<file path="config.mk">
export PLATFORM = sky130hd
export DESIGN_NAME = monster_wave_ctrl
export DESIGN_NICKNAME = d
export VERILOG_FILES = /design/src/rtl/space_monsters_pkg.sv /design/src/rtl/formation_mover.sv /design/src/rtl/monster_wave_ctrl.sv
export SDC_FILE = /design/constraint.sdc
export NUM_CORES = 1
export LEC_CHECK = 0
export CORE_MARGIN = 5
export CORE_UTILIZATION = 50
export CTS_BUF_LIST = sky130_fd_sc_hd__clkbuf_4 sky130_fd_sc_hd__clkbuf_8 sky130_fd_sc_hd__clkbuf_16
export DETAILED_ROUTE_END_ITERATION = 6
export PLACE_DENSITY = 0.75
export SYNTH_ARGS = -nofsm -noshare
export SYNTH_HDL_FRONTEND = slang
export SYNTH_HIERARCHICAL = 1
export SYNTH_SLANG_ARGS = --single-unit
</file>
<file path="constraint.sdc">
create_clock -name clk -period 4.45 [get_ports clk]
set_input_delay 1.1125 -clock clk [delete_from_list [all_inputs] [get_ports clk]]
set_output_delay 1.1125 -clock clk [all_outputs]
set_load 0.02 [all_outputs]
</file>
<file path="src/rtl/space_monsters_pkg.sv">
// Shared constants for the monster wave: state codes, level codes, screen bounds,
// and the move-period table.
package space_monsters_pkg;

  localparam int unsigned COORD_W  = 10;
  localparam int unsigned LVL_W    = 3;
  localparam int unsigned STATE_W  = 3;
  localparam int unsigned PERIOD_W = 3;

  localparam int unsigned NUM_MON_DEF = 8;
  localparam int unsigned LIVES_DEF   = 3;
  localparam int unsigned X_MIN       = 160;
  localparam int unsigned X_MAX       = 600;
  localparam int unsigned STEP_X      = 4;
  localparam int unsigned STEP_Y      = 16;
  localparam int unsigned Y_START     = 40;
  localparam int unsigned Y_LIMIT     = 400;

  localparam logic [STATE_W-1:0] ST_IDLE = 3'd0;
  localparam logic [STATE_W-1:0] ST_LOAD = 3'd1;
  localparam logic [STATE_W-1:0] ST_RUN  = 3'd2;
  localparam logic [STATE_W-1:0] ST_WON  = 3'd3;
  localparam logic [STATE_W-1:0] ST_LOST = 3'd4;

  localparam logic [LVL_W-1:0] LVL_IDLE = 3'd0;
  localparam logic [LVL_W-1:0] LVL_1    = 3'd1;
  localparam logic [LVL_W-1:0] LVL_2    = 3'd2;

  localparam logic DIR_RIGHT = 1'b0;
  localparam logic DIR_LEFT  = 1'b1;

  // Frames per formation move; faster at higher levels.
  function automatic logic [PERIOD_W-1:0] period_for(input logic [LVL_W-1:0] lvl);
    case (lvl)
      LVL_1:   return 3'd4;
      LVL_2:   return 3'd2;
      default: return 3'd1;
    endcase
  endfunction

endpackage

</file>
<file path="src/rtl/formation_mover.sv">
// Formation position stepper: frame divider, horizontal march and edge-bounce drop.
module formation_mover
  import space_monsters_pkg::*;
#(
  parameter int unsigned P_X_MIN   = X_MIN,
  parameter int unsigned P_X_MAX   = X_MAX,
  parameter int unsigned P_STEP_X  = STEP_X,
  parameter int unsigned P_STEP_Y  = STEP_Y,
  parameter int unsigned P_Y_START = Y_START
) (
  input  logic                clk,
  input  logic                rst,
  input  logic                init,
  input  logic                tick,
  input  logic [PERIOD_W-1:0] period,
  output logic [COORD_W-1:0]  form_x,
  output logic [COORD_W-1:0]  form_y,
  output logic [COORD_W-1:0]  form_y_nxt_c
);

  localparam logic [COORD_W-1:0] XMIN_W  = COORD_W'(P_X_MIN);
  localparam logic [COORD_W-1:0] XMAX_W  = COORD_W'(P_X_MAX);
  localparam logic [COORD_W-1:0] STEPX_W = COORD_W'(P_STEP_X);
  localparam logic [COORD_W-1:0] STEPY_W = COORD_W'(P_STEP_Y);
  localparam logic [COORD_W-1:0] YST_W   = COORD_W'(P_Y_START);

  logic [PERIOD_W-1:0] cnt_q, cnt_d;
  logic [COORD_W-1:0]  x_q, x_d;
  logic [COORD_W-1:0]  y_q, y_d;
  logic                dir_q, dir_d;

  always_comb begin
    cnt_d = cnt_q;
    x_d   = x_q;
    y_d   = y_q;
    dir_d = dir_q;
    if (init) begin
      cnt_d = '0;
      x_d   = XMIN_W;
      y_d   = YST_W;
      dir_d = DIR_RIGHT;
    end else if (tick) begin
      if (cnt_q >= period - 3'd1) begin
        cnt_d = '0;
        // At an edge the formation drops and reverses instead of stepping sideways.
        if (dir_q == DIR_RIGHT) begin
          if (x_q + STEPX_W > XMAX_W) begin
            dir_d = DIR_LEFT;
            y_d   = y_q + STEPY_W;
          end else begin
            x_d = x_q + STEPX_W;
          end
        end else begin
          if (x_q < XMIN_W + STEPX_W) begin
            dir_d = DIR_RIGHT;
            y_d   = y_q + STEPY_W;
          end else begin
            x_d = x_q - STEPX_W;
          end
        end
      end else begin
        cnt_d = cnt_q + 3'd1;
      end
    end
  end

  always_ff @(posedge clk or posedge rst) begin
    if (rst) begin
      cnt_q <= '0;
      x_q   <= XMIN_W;
      y_q   <= YST_W;
      dir_q <= DIR_RIGHT;
    end else begin
      cnt_q <= cnt_d;
      x_q   <= x_d;
      y_q   <= y_d;
      dir_q <= dir_d;
    end
  end

  assign form_x       = x_q;
  assign form_y       = y_q;
  assign form_y_nxt_c = y_d;

endmodule

</file>
<file path="src/rtl/monster_wave_ctrl.sv">
// Monster wave controller: level handshake FSM, alive mask, tank lives and
// win/lose reporting; formation movement lives in formation_mover.
module monster_wave_ctrl
  import space_monsters_pkg::*;
#(
  parameter int unsigned NUM_MON = NUM_MON_DEF,
  parameter int unsigned LIVES   = LIVES_DEF,
  localparam int unsigned IDX_W  = (NUM_MON > 1) ? $clog2(NUM_MON) : 1
) (
  input  logic               clk,
  input  logic               rst,
  input  logic [LVL_W-1:0]   level_in,
  input  logic               frame_tick,
  input  logic               mon_hit,
  input  logic [IDX_W-1:0]   mon_hit_idx,
  input  logic               tank_hit,
  output logic [NUM_MON-1:0] alive_mask,
  output logic [COORD_W-1:0] form_x,
  output logic [COORD_W-1:0] form_y,
  output logic [1:0]         lives,
  output logic               win,
  output logic               tank_destroyed
);

  localparam logic [COORD_W-1:0] YLIM_W = COORD_W'(Y_LIMIT);

  logic [STATE_W-1:0] state_q, state_d;
  logic [LVL_W-1:0]   lvl_q, lvl_d;
  logic [NUM_MON-1:0] alive_q, alive_d;
  logic [1:0]         lives_q, lives_d;
  logic               win_q, win_d;
  logic               lost_q, lost_d;
  logic               mover_init_c;
  logic               tick_en_c;
  logic [COORD_W-1:0] form_y_nxt_c;

  formation_mover u_mover (
    .clk          (clk),
    .rst          (rst),
    .init         (mover_init_c),
    .tick         (tick_en_c),
    .period       (period_for(lvl_q)),
    .form_x       (form_x),
    .form_y       (form_y),
    .form_y_nxt_c (form_y_nxt_c)
  );

  always_comb begin
    state_d      = state_q;
    lvl_d        = lvl_q;
    alive_d      = alive_q;
    lives_d      = lives_q;
    mover_init_c = 1'b0;
    tick_en_c    = 1'b0;
    if (level_in == LVL_IDLE) begin
      state_d = ST_IDLE;
      lvl_d   = LVL_IDLE;
      alive_d = '0;
      lives_d = '0;
    end else if (level_in != lvl_q) begin
      state_d = ST_LOAD;
      lvl_d   = level_in;
    end else begin
      case (state_q)
        ST_IDLE: state_d = ST_IDLE;
        ST_LOAD: begin
          state_d      = ST_RUN;
          alive_d      = '1;
          lives_d      = 2'(LIVES);
          mover_init_c = 1'b1;
        end
        ST_RUN: begin
          tick_en_c = frame_tick;
          if (mon_hit && (32'(mon_hit_idx) < NUM_MON)) begin
            alive_d[mon_hit_idx] = 1'b0;
          end
          if (tank_hit && (lives_q != 2'd0)) begin
            lives_d = lives_q - 2'd1;
          end
          // Win beats lose when both end conditions land in the same cycle.
          if (alive_d == '0) begin
            state_d = ST_WON;
          end else if ((lives_d == 2'd0) || (form_y_nxt_c >= YLIM_W)) begin
            state_d = ST_LOST;
          end
        end
        ST_WON:  state_d = ST_WON;
        ST_LOST: state_d = ST_LOST;
        default: state_d = ST_IDLE;
      endcase
    end
    win_d  = (state_d == ST_WON);
    lost_d = (state_d == ST_LOST);
  end

  always_ff @(posedge clk or posedge rst) begin
    if (rst) begin
      state_q <= ST_IDLE;
      lvl_q   <= LVL_IDLE;
      alive_q <= '0;
      lives_q <= '0;
      win_q   <= 1'b0;
      lost_q  <= 1'b0;
    end else begin
      state_q <= state_d;
      lvl_q   <= lvl_d;
      alive_q <= alive_d;
      lives_q <= lives_d;
      win_q   <= win_d;
      lost_q  <= lost_d;
    end
  end

  assign alive_mask     = alive_q;
  assign lives          = lives_q;
  assign win            = win_q;
  assign tank_destroyed = lost_q;

endmodule
</file>
==> After elaboration in Yosys (flattened, before gate mapping) <==
Index checks and enable logic that the tools add are counted.
W data, S select, Z words.
{ "classes": {"n_addsub": 6, "magnitude_cmp": 6, "eq_ne": 12, "mux": 51, "bitwise": 2, "n_reduce_logical": 14} }
{ "ops": {"columns": ["operator", "count"], "rows": [
  ["$mux W10", 12],
  ["$mux W8", 6],
  ["$mux W3", 9],
  ["$pmux W8 S2", 1],
  ["$mux W1", 13],
  ["$eq A3 B2 Y1 const B", 4],
  ["$mux W2", 6],
  ["$pmux W3 S4", 1],
  ["$add A10 B3 Y10 const B", 1],
  ["$add A10 B5 Y10 const B", 1],
  ["$ge A10 B9 Y1 const B", 1],
  ["$gt A10 B10 Y1 const B", 1],
  ["$lt A10 B8 Y1 const B", 1],
  ["$sub A10 B3 Y10 const B", 1],
  ["$and A8 B8 Y8", 1],
  ["$logic_not A8 Y1", 1],
  ["$not A8 Y8", 1],
  ["$reduce_bool A2 Y1", 4],
  ["$eq A3 B1 Y1 const B", 2],
  ["$eq A3 B3 Y1 const B", 2],
  ["$pmux W3 S2", 1],
  ["$lt A3 B4 Y1 const B", 1],
  ["$pmux W2 S2", 1],
  ["$reduce_and A2 Y1", 2],
  ["16 further kinds", 17]
]} }
{ "word_totals": {"reg_bits": 42, "input_bits": 11, "out_inout_bits": 32} }

==> Depth between registers and ports, before layout <==
Gate-level depths: netlist of run 1.
{ "depth": {"depth_word": 16, "mapped_depth": 16, "ltp_nobuf": 16} }

==> Hierarchy <==
Netlist of run 1, hierarchy kept.
{ "by_module_without_submodules": {"columns": ["mod", "n_inst", "cells_per_inst", "area_per_inst_um2"], "rows": [
  ["formation_mover", 1, 188, 1667.8],
  ["monster_wave_ctrl", 1, 111, 1101.1]
]} }

==> Least setup slack after synthesis of run 1 <==
No wires, ideal clock.
{ "synth_timing": {"path_type": "input-to-reg", "startpoint": "input port level_in[1]", "endpoint": "register state_q[2]", "arrival_time_ps": 4151, "required_ps": 4328, "path_slack_ps": 177, "stages": 14, "n_path_buf": 0, "cell_sequence": "xnor2_1 > nand2_1 > a21oi_1 > and3_1 > inv_1 > nor3_1 > nand2_2 > nor2_1 > mux2_1 > or3_1 > a31oi_1 > o311ai_1 > and3b_1 > a32o_1"} }
{ "synth_via": {"elab_chain_cells": 12, "elab_cells_between_ends": 15, "classes_between": "1 x order compare; 1 x eq/ne; 11 x mux; 2 x reduce/logical"} }
{ "synth_lines": {"columns": ["element", "line", "rtl"], "rows": [
  ["start, declared", "monster_wave_ctrl.sv:12", "input logic [LVL_W-1:0] level_in,"],
  ["$ne A3 B3 Y1", "monster_wave_ctrl.sv:60", "end else if (level_in != lvl_q) begin"],
  ["$mux W1", "monster_wave_ctrl.sv:60", null],
  ["$mux W1 *", "monster_wave_ctrl.sv:55", "if (level_in == LVL_IDLE) begin"],
  ["named net tick_en_c", "monster_wave_ctrl.sv:34", "logic tick_en_c;"],
  ["$mux W10 *", "formation_mover.sv:42", "end else if (tick) begin"],
  ["$mux W10 *", "formation_mover.sv:37", "if (init) begin"],
  ["named net form_y_nxt_c[4]", "monster_wave_ctrl.sv:35", "logic [COORD_W-1:0] form_y_nxt_c;"],
  ["$ge A10 B9 Y1 *", "monster_wave_ctrl.sv:83", "end else if ((lives_d == 2'd0) || (form_y_nxt_c >= YLIM_W)) begin"],
  ["$logic_or A1 B1 Y1 *", "monster_wave_ctrl.sv:83", null],
  ["$mux W3 *", "monster_wave_ctrl.sv:83", null],
  ["$mux W3 *", "monster_wave_ctrl.sv:81", "if (alive_d == '0) begin"],
  ["$pmux W3 S4 *", "monster_wave_ctrl.sv:64", "case (state_q)"],
  ["$mux W3 *", "monster_wave_ctrl.sv:60", null],
  ["$mux W3 *", "monster_wave_ctrl.sv:55", null],
  ["named net state_d[2]", "monster_wave_ctrl.sv:27", "logic [STATE_W-1:0] state_q, state_d;"],
  ["end signal, assigned", "monster_wave_ctrl.sv:105", "state_q <= state_d;"],
  ["end, declared", "monster_wave_ctrl.sv:27", null]
]} }
Mark *: on every way through the listed nets, which the timed path passes. The rest lies on a longest branch.
A chain may end at the register's enable or synchronous reset.

==> Final worst setup path of run 1 <==
Same ends and word-level chain as after synthesis.

==> results of run 1 <==
[power by group through the flow]
stage,registers [W],clock network (W),logic [W]
floorplan,0.000482,0,0.000172
global placement,0.000456,0,0.000303
detailed placement,0.000456,0,0.000310
CTS,0.000450,0.000267,0.000312
global route,0.000457,0.000280,0.000336
finish,0.000450,0.000258,0.000310
[final cells by class]
type	instances	area share, %
Clock buffer	7	2.72
Clock inverter	1	0.227
Inverter	13	1.48
Multi-Input combinational cell	228	48.1
Sequential cell	40	30.4
Tap cell	72	2.72
Timing Repair Buffer	50	14.4
[per-layer routing]
layer / up-vias / global-route usage [%] / part of all wire [%]
li1: 1149 / - / -
met1: 1137 / 22.0 / 44
met2: 49 / 30.9 / 51
met3: 6 / 3.04 / 3.9
met4: 0 / 5.47 / 1.0
met5: - / 0 / 0
[worst reg2reg max path, delay by kind of cell (launching register included)]
family	cells	cell delay, ns
DFF	1	0.43
adders and majority gates	2	0.52
muxes	1	0.33
buffers and inverters	1	0.09
AOI/OAI and AO/OA	4	0.99
and+or+nand+nor	7	1.25
[synthesized netlist by cell type (7+ instances only)]
cell type,instances
dfrtp_1,36
nor2_1,34
a21oi_1,22
inv_1,13
nand2_1,12
nand3_1,12
nor2b_1,12
nor3_1,12
ha_1,10
o31ai_1,9
o21ai_0,7
[repair_timing]
item / CTS / global route
endpoints found under the hold margin: 0 / 0
resized for setup: 0 / 1
setup endpoints to repair: 0 / 3
[registers in the layout (all words and copies together) (netlist names)]
name and flops:
u_mover/cnt_q 3, win 1, tank_destroyed 1, u_mover/form_y 10
lvl_q 3, u_mover/form_x 8, lives 2, alive_mask 8
state_q 3, u_mover/dir_q 1
[through the flow]
stage	power, W	worst slack, ns	hold slack, ns
2_1_floorplan	0.000654	0.177	0.523
3_3_place_gp	0.000759	0.0775	0.485
3_5_place_dp	0.000766	-0.124	0.495
4_1_cts	0.00103	0.187	0.520
5_1_grt	0.00107	0.0498	0.560
6_report	0.00102	0.309	0.517
[worst max-delay path by stage]
stage | slack [ns] | end | from
2_1_floorplan | 0.18 | state_q[2] | level_in[1]
3_3_place_gp | 0.08 | tank_destroyed | level_in[1]
3_5_place_dp | -0.12 | state_q[2] | level_in[1]
4_1_cts | 0.19 | state_q[2] | level_in[1]
5_1_grt | 0.05 | state_q[2] | level_in[1]
6_report | 0.31 | state_q[2] | level_in[1]
[cells by family (layout without fill, tap and decap cells)]
kind of cell    Yosys count  count (layout)  share of synthesized area (%)
compound gates           70              70                           19.2
xor+xnor                  7               7                           2.21
fa+ha+maj                10              10                           4.52
buf+inv                  32              71                           6.78
flops                    40              40                           36.3
mux                      15              15                           5.83
other cells               1               2                          0.135
simple gates            124             124                           25.0
==> results.json, run 1 <==
{
  "layout-drive-gt1-share_pct": 14.7,
  "synthArstFlopShare_pct": 100,
  "core_sq_um": 5440,
  "synth_cell_types": 67,
  "start_util_pct": 50.9,
  "grt_pass1_wl_microns": 10400,
  "n_fill_cell": 472,
  "slowest_delay_ns": 0.52,
  "min-delay-start": "u_mover/form_y[2]",
  "cts_inserted_buffers": 5,
  "wl_microns": 6170,
  "clk_path_buf_depth": 2,
  "tns_ns": 0,
  "ys_warn_count": 6,
  "dr.pass1.iters": 4,
  "final_cell_mix": "40 x clkdlybuf4s50_1, 36 x dfrtp_1, 34 x nor2_1",
  "period_needed_ns": 4.14,
  "synth_edf_count": 0,
  "die_w_microns": 84.4,
  "power_switching_w": 0.000337,
  "path_max_fanout": 4,
  "swShare_pct": 33.1,
  "rsz0062_at_grt": "false",
  "timing.rr.start": "lvl_q[2]",
  "ys_seq_area_share_pct": 36.3,
  "cts-root-buf": "clkbuf_8",
  "fin_worst_skew_ns": 0.00610,
  "holdCritPathClass": "register to register",
  "io_pins": 43,
  "multiInputGateArea_sq_um": 1590,
  "crit_type": "input pin to register",
  "wire_per_inst_microns": 15.0,
  "cts_tree": "yes",
  "fin_cells": 411,
  "postCtsHoldBufs": 0,
  "p_int_w": 0.000681,
  "setup_viol": 0,
  "synth.area.top_cells": "dfrtp_1 33%, nor2_1 4.6%, ha_1 4.5%",
  "slew-limit-headroom_pct": 26.2,
  "cp_top_family": "simple AND/OR/NAND/NOR gates",
  "outcome": "finished, final reports clean",
  "grt_antenna_before_repair": 0,
  "ant_nets": 0,
  "tightest_slew_ns": 1.10,
  "die-area_sq_um": 7130,
  "maxCapViolCount": 0,
  "drc": 0,
  "p_per_area_nw_per_um2": 308,
  "path_depth": 15,
  "cp_slowest_cell": "clkdlybuf4s50_1",
  "worstRegToRegCells": 15,
  "grt_usage_pct": 17.6,
  "ir_drop_mv": 0.228,
  "hold_depth": 1,
  "routed_via_density": 5.70,
  "clkSinkCount": 40,
  "place_inst": 403,
  "design_area_sq_um": 3310,
  "drtIter0Drc": 127,
  "gr-total-overflow": 0,
  "path_buf_inv": 2,
  "finalHoldViolations": 0,
  "regArea_sq_um": 1010,
  "die_h_microns": 84.4,
  "cp.arrival_ns": 4.32,
  "synthFlopType": "dfrtp_1",
  "p_leak_nw": 1.34,
  "synthCells": 299,
  "path_cells": "clkdlybuf4s50_1, xnor2_1, nand2_1, a21oi_1, and3_1, inv_1, nor3_2, nand2_2, nor2_1, mux2_1, or3_1, a31oi_1, o311ai_1, and3b_1, a32o_1",
  "fin_util_pct": 60.8,
  "yosys.area.top_type_share_pct": 32.5,
  "worst-r2r-setup-slack_ns": 0.74,
  "grt_max_degree": 23,
  "p_seq_share_pct": 44.2,
  "layout_commonest_cell": "clkdlybuf4s50_1",
  "nets": 359,
  "cp.required_ns": 4.63,
  "report.final.slew_viol_count": 0,
  "worstSkewPairLatency_ns": 0.29,
  "dp_hpwl_microns": 4550,
  "max_freq_mhz": 241,
  "yosysTopAreaCell": "dfrtp_1",
  "r2r_end": "state_q[2]",
  "place.gp.congestion": 0.812,
  "hold_end": "u_mover/form_y[2]",
  "htree_num_levels": 2,
  "pwr-share-clk_pct": 25.4,
  "synth_seq_cells": 40,
  "period_share_pct": 93.1,
  "grt_pass1_vias": 2254,
  "clk_pin_slew_ns": 0.08,
  "p_comb_share_pct": 30.4,
  "syn_area_sq_um": 2770,
  "std_cell_rows": 27,
  "via_count": 2341,
  "place_area_sq_um": 3200,
  "cts_setup_buffers": 0,
  "critPathLaunchType": "input pin",
  "setup.worst_path.end_class": "register",
  "num_antenna_cells": 0,
  "portBuffers": 40,
  "area_growth_pct": 19.4,
  "avgSynthCellArea_sq_um": 9.26
}
Power figures use the tool's default switching activity.
==> run 2, diff against run 1 <==
--- a/config.mk
+++ b/config.mk
@@ -10,6 +10,7 @@
 export CTS_BUF_LIST = sky130_fd_sc_hd__clkbuf_4 sky130_fd_sc_hd__clkbuf_8 sky130_fd_sc_hd__clkbuf_16
 export DETAILED_ROUTE_END_ITERATION = 6
 export PLACE_DENSITY = 0.75
+export SLEW_MARGIN = 15
 export SYNTH_ARGS = -nofsm -noshare
 export SYNTH_HDL_FRONTEND = slang
 export SYNTH_HIERARCHICAL = 1
==> run 2 against run 1 <==
Sequential power is essentially flat. Sequential share of layout area about the same. Hold slack improved by 0.0011 ns. Critical endpoint unchanged.
==> results.json, run 2 (synthesis gave the netlist of run 1 again) <==
{
  "outcome": "finished, final reports clean",
  "nets": 359,
  "via_count": 2346,
  "p_comb_share_pct": 30.4,
  "cp.required_ns": 4.63,
  "num_antenna_cells": 0,
  "p_leak_nw": 1.34,
  "io_pins": 43,
  "largest_reg_flops": 10,
  "cts_tree": "yes",
  "postCtsHoldBufs": 0,
  "setup_viol": 0,
  "fin_cells": 411,
  "cts_setup_buffers": 0,
  "wl_microns": 6180,
  "grt_max_degree": 23,
  "layout-drive-gt1-share_pct": 15.0,
  "max_freq_mhz": 239,
  "clk_pin_slew_ns": 0.08,
  "slew-limit-headroom_pct": 42.2,
  "tightest_slew_ns": 0.866,
  "crit_type": "input pin to register",
  "gr-total-overflow": 0,
  "p_per_area_nw_per_um2": 307,
  "worstSkewPairLatency_ns": 0.29,
  "std_cell_rows": 27,
  "place_inst": 403,
  "ant_nets": 0,
  "grt_usage_pct": 17.6,
  "path_max_fanout": 4,
  "grt_pass1_vias": 2254,
  "p_seq_share_pct": 44.3,
  "maxCapViolCount": 0,
  "critPathLaunchType": "input pin",
  "whs_ns": 0.518,
  "cts_inserted_buffers": 5,
  "final_cell_mix": "40 x clkdlybuf4s50_1, 36 x dfrtp_1, 34 x nor2_1",
  "drtIter0Drc": 131,
  "n_fill_cell": 471,
  "layout_commonest_cell": "clkdlybuf4s50_1",
  "wire_per_inst_microns": 15.0,
  "pwr-share-clk_pct": 25.3,
  "clkSinkCount": 40,
  "htree_num_levels": 2,
  "multiInputGateArea_sq_um": 1590,
  "die_w_microns": 84.4,
  "period_needed_ns": 4.18,
  "power_switching_w": 0.000336,
  "setup.worst_path.end_class": "register",
  "fin_worst_skew_ns": 0.00713,
  "total_power_w": 0.00102,
  "portBuffers": 40,
  "cp.arrival_ns": 4.36,
  "die_h_microns": 84.4,
  "grt_pass1_wl_microns": 10400,
  "rsz0062_at_grt": "false",
  "dp_hpwl_microns": 4550,
  "die-area_sq_um": 7130,
  "drc": 0,
  "core_sq_um": 5440,
  "place_ws_ns": -0.124,
  "cts-root-buf": "clkbuf_8",
  "ir_drop_mv": 0.230,
  "swShare_pct": 33.0,
  "period_share_pct": 93.9,
  "finalHoldViolations": 0,
  "place.gp.congestion": 0.812,
  "regArea_sq_um": 1010,
  "holdCritPathClass": "register to register",
  "routed_via_density": 5.71,
  "cts_resized": 0,
  "dr.pass1.iters": 4,
  "report.final.slew_viol_count": 0,
  "clk_path_buf_depth": 2,
  "start_util_pct": 50.9,
  "tns_ns": 0,
  "area_growth_pct": 19.6,
  "fin_ws_ns": 0.271,
  "grt_antenna_before_repair": 0,
  "p_int_w": 0.000681
}
-- run 2: critical path: stages --
cell	delay, ns
clkdlybuf4s50_1	0.54
xnor2_1	0.18
nand2_1	0.08
a21oi_1	0.17
and3_1	0.20
inv_1	0.06
nor3_2	0.26
nand2_2	0.10
nor2_1	0.17
mux2_1	0.36
or3_1	0.31
a31oi_1	0.20
o311ai_1	0.19
and3b_1	0.23
a32o_1	0.21
-- run 2: path summary, 6_finish.rpt --
check,from,to,slack (ns),depth (start not counted)
max reg2reg,lvl_q[2],state_q[2],0.74,15
max in group asynchronous,rst,u_mover/form_y[8],2.57,2
min,u_mover/form_y[2],u_mover/form_y[2],0.52,1
max,level_in[1],state_q[2],0.27,15
min in group asynchronous,rst,tank_destroyed,1.26,2
min reg2reg,u_mover/form_y[2],u_mover/form_y[2],0.52,1
-- run 2: area by class of cell --
cell class	count	share of cell area (%)
Multi-Input combinational cell	228	48.1
Inverter	13	1.47
Sequential cell	40	30.4
Clock buffer	7	2.72
Timing Repair Buffer	50	14.4
Clock inverter	1	0.227
Tap cell	72	2.72
-- run 2: layer usage --
metal | global-route usage, % | part of all wire, % | up-vias
met5 | 0 | 0 | -
met4 | 5.47 | 0.70 | 0
met3 | 3.04 | 4.2 | 4
met2 | 30.9 | 52 | 51
met1 | 22.0 | 43 | 1140
li1 | - | - | 1151
-- run 2: through the flow --
step	utilization [%]	cell area, sq um
6_report	60.9	3310
3_5_place_dp	58.9	3200
2_1_floorplan	-	2770
5_1_grt	60.9	3310
3_3_place_gp	58.9	3200
4_1_cts	60.7	3300
-- run 2: power groups by stage --
stage | Combinational, W | Clock, W | Sequential (W)
final | 0.000310 | 0.000257 | 0.000450
after global routing | 0.000336 | 0.000280 | 0.000457
after CTS | 0.000312 | 0.000267 | 0.000450
after floorplan | 0.000172 | 0 | 0.000482
after global placement | 0.000303 | 0 | 0.000456
after detailed placement | 0.000310 | 0 | 0.000456
==> run 3, diff against run 2 <==
--- a/config.mk
+++ b/config.mk
@@ -10,7 +10,7 @@
 export CTS_BUF_LIST = sky130_fd_sc_hd__clkbuf_4 sky130_fd_sc_hd__clkbuf_8 sky130_fd_sc_hd__clkbuf_16
 export DETAILED_ROUTE_END_ITERATION = 6
 export PLACE_DENSITY = 0.75
-export SLEW_MARGIN = 15
+export SLEW_MARGIN = 20
 export SYNTH_ARGS = -nofsm -noshare
 export SYNTH_HDL_FRONTEND = slang
 export SYNTH_HIERARCHICAL = 1
==> results of run 3 <==
The final DEF is identical to that of run 2; final timing and power are the same.
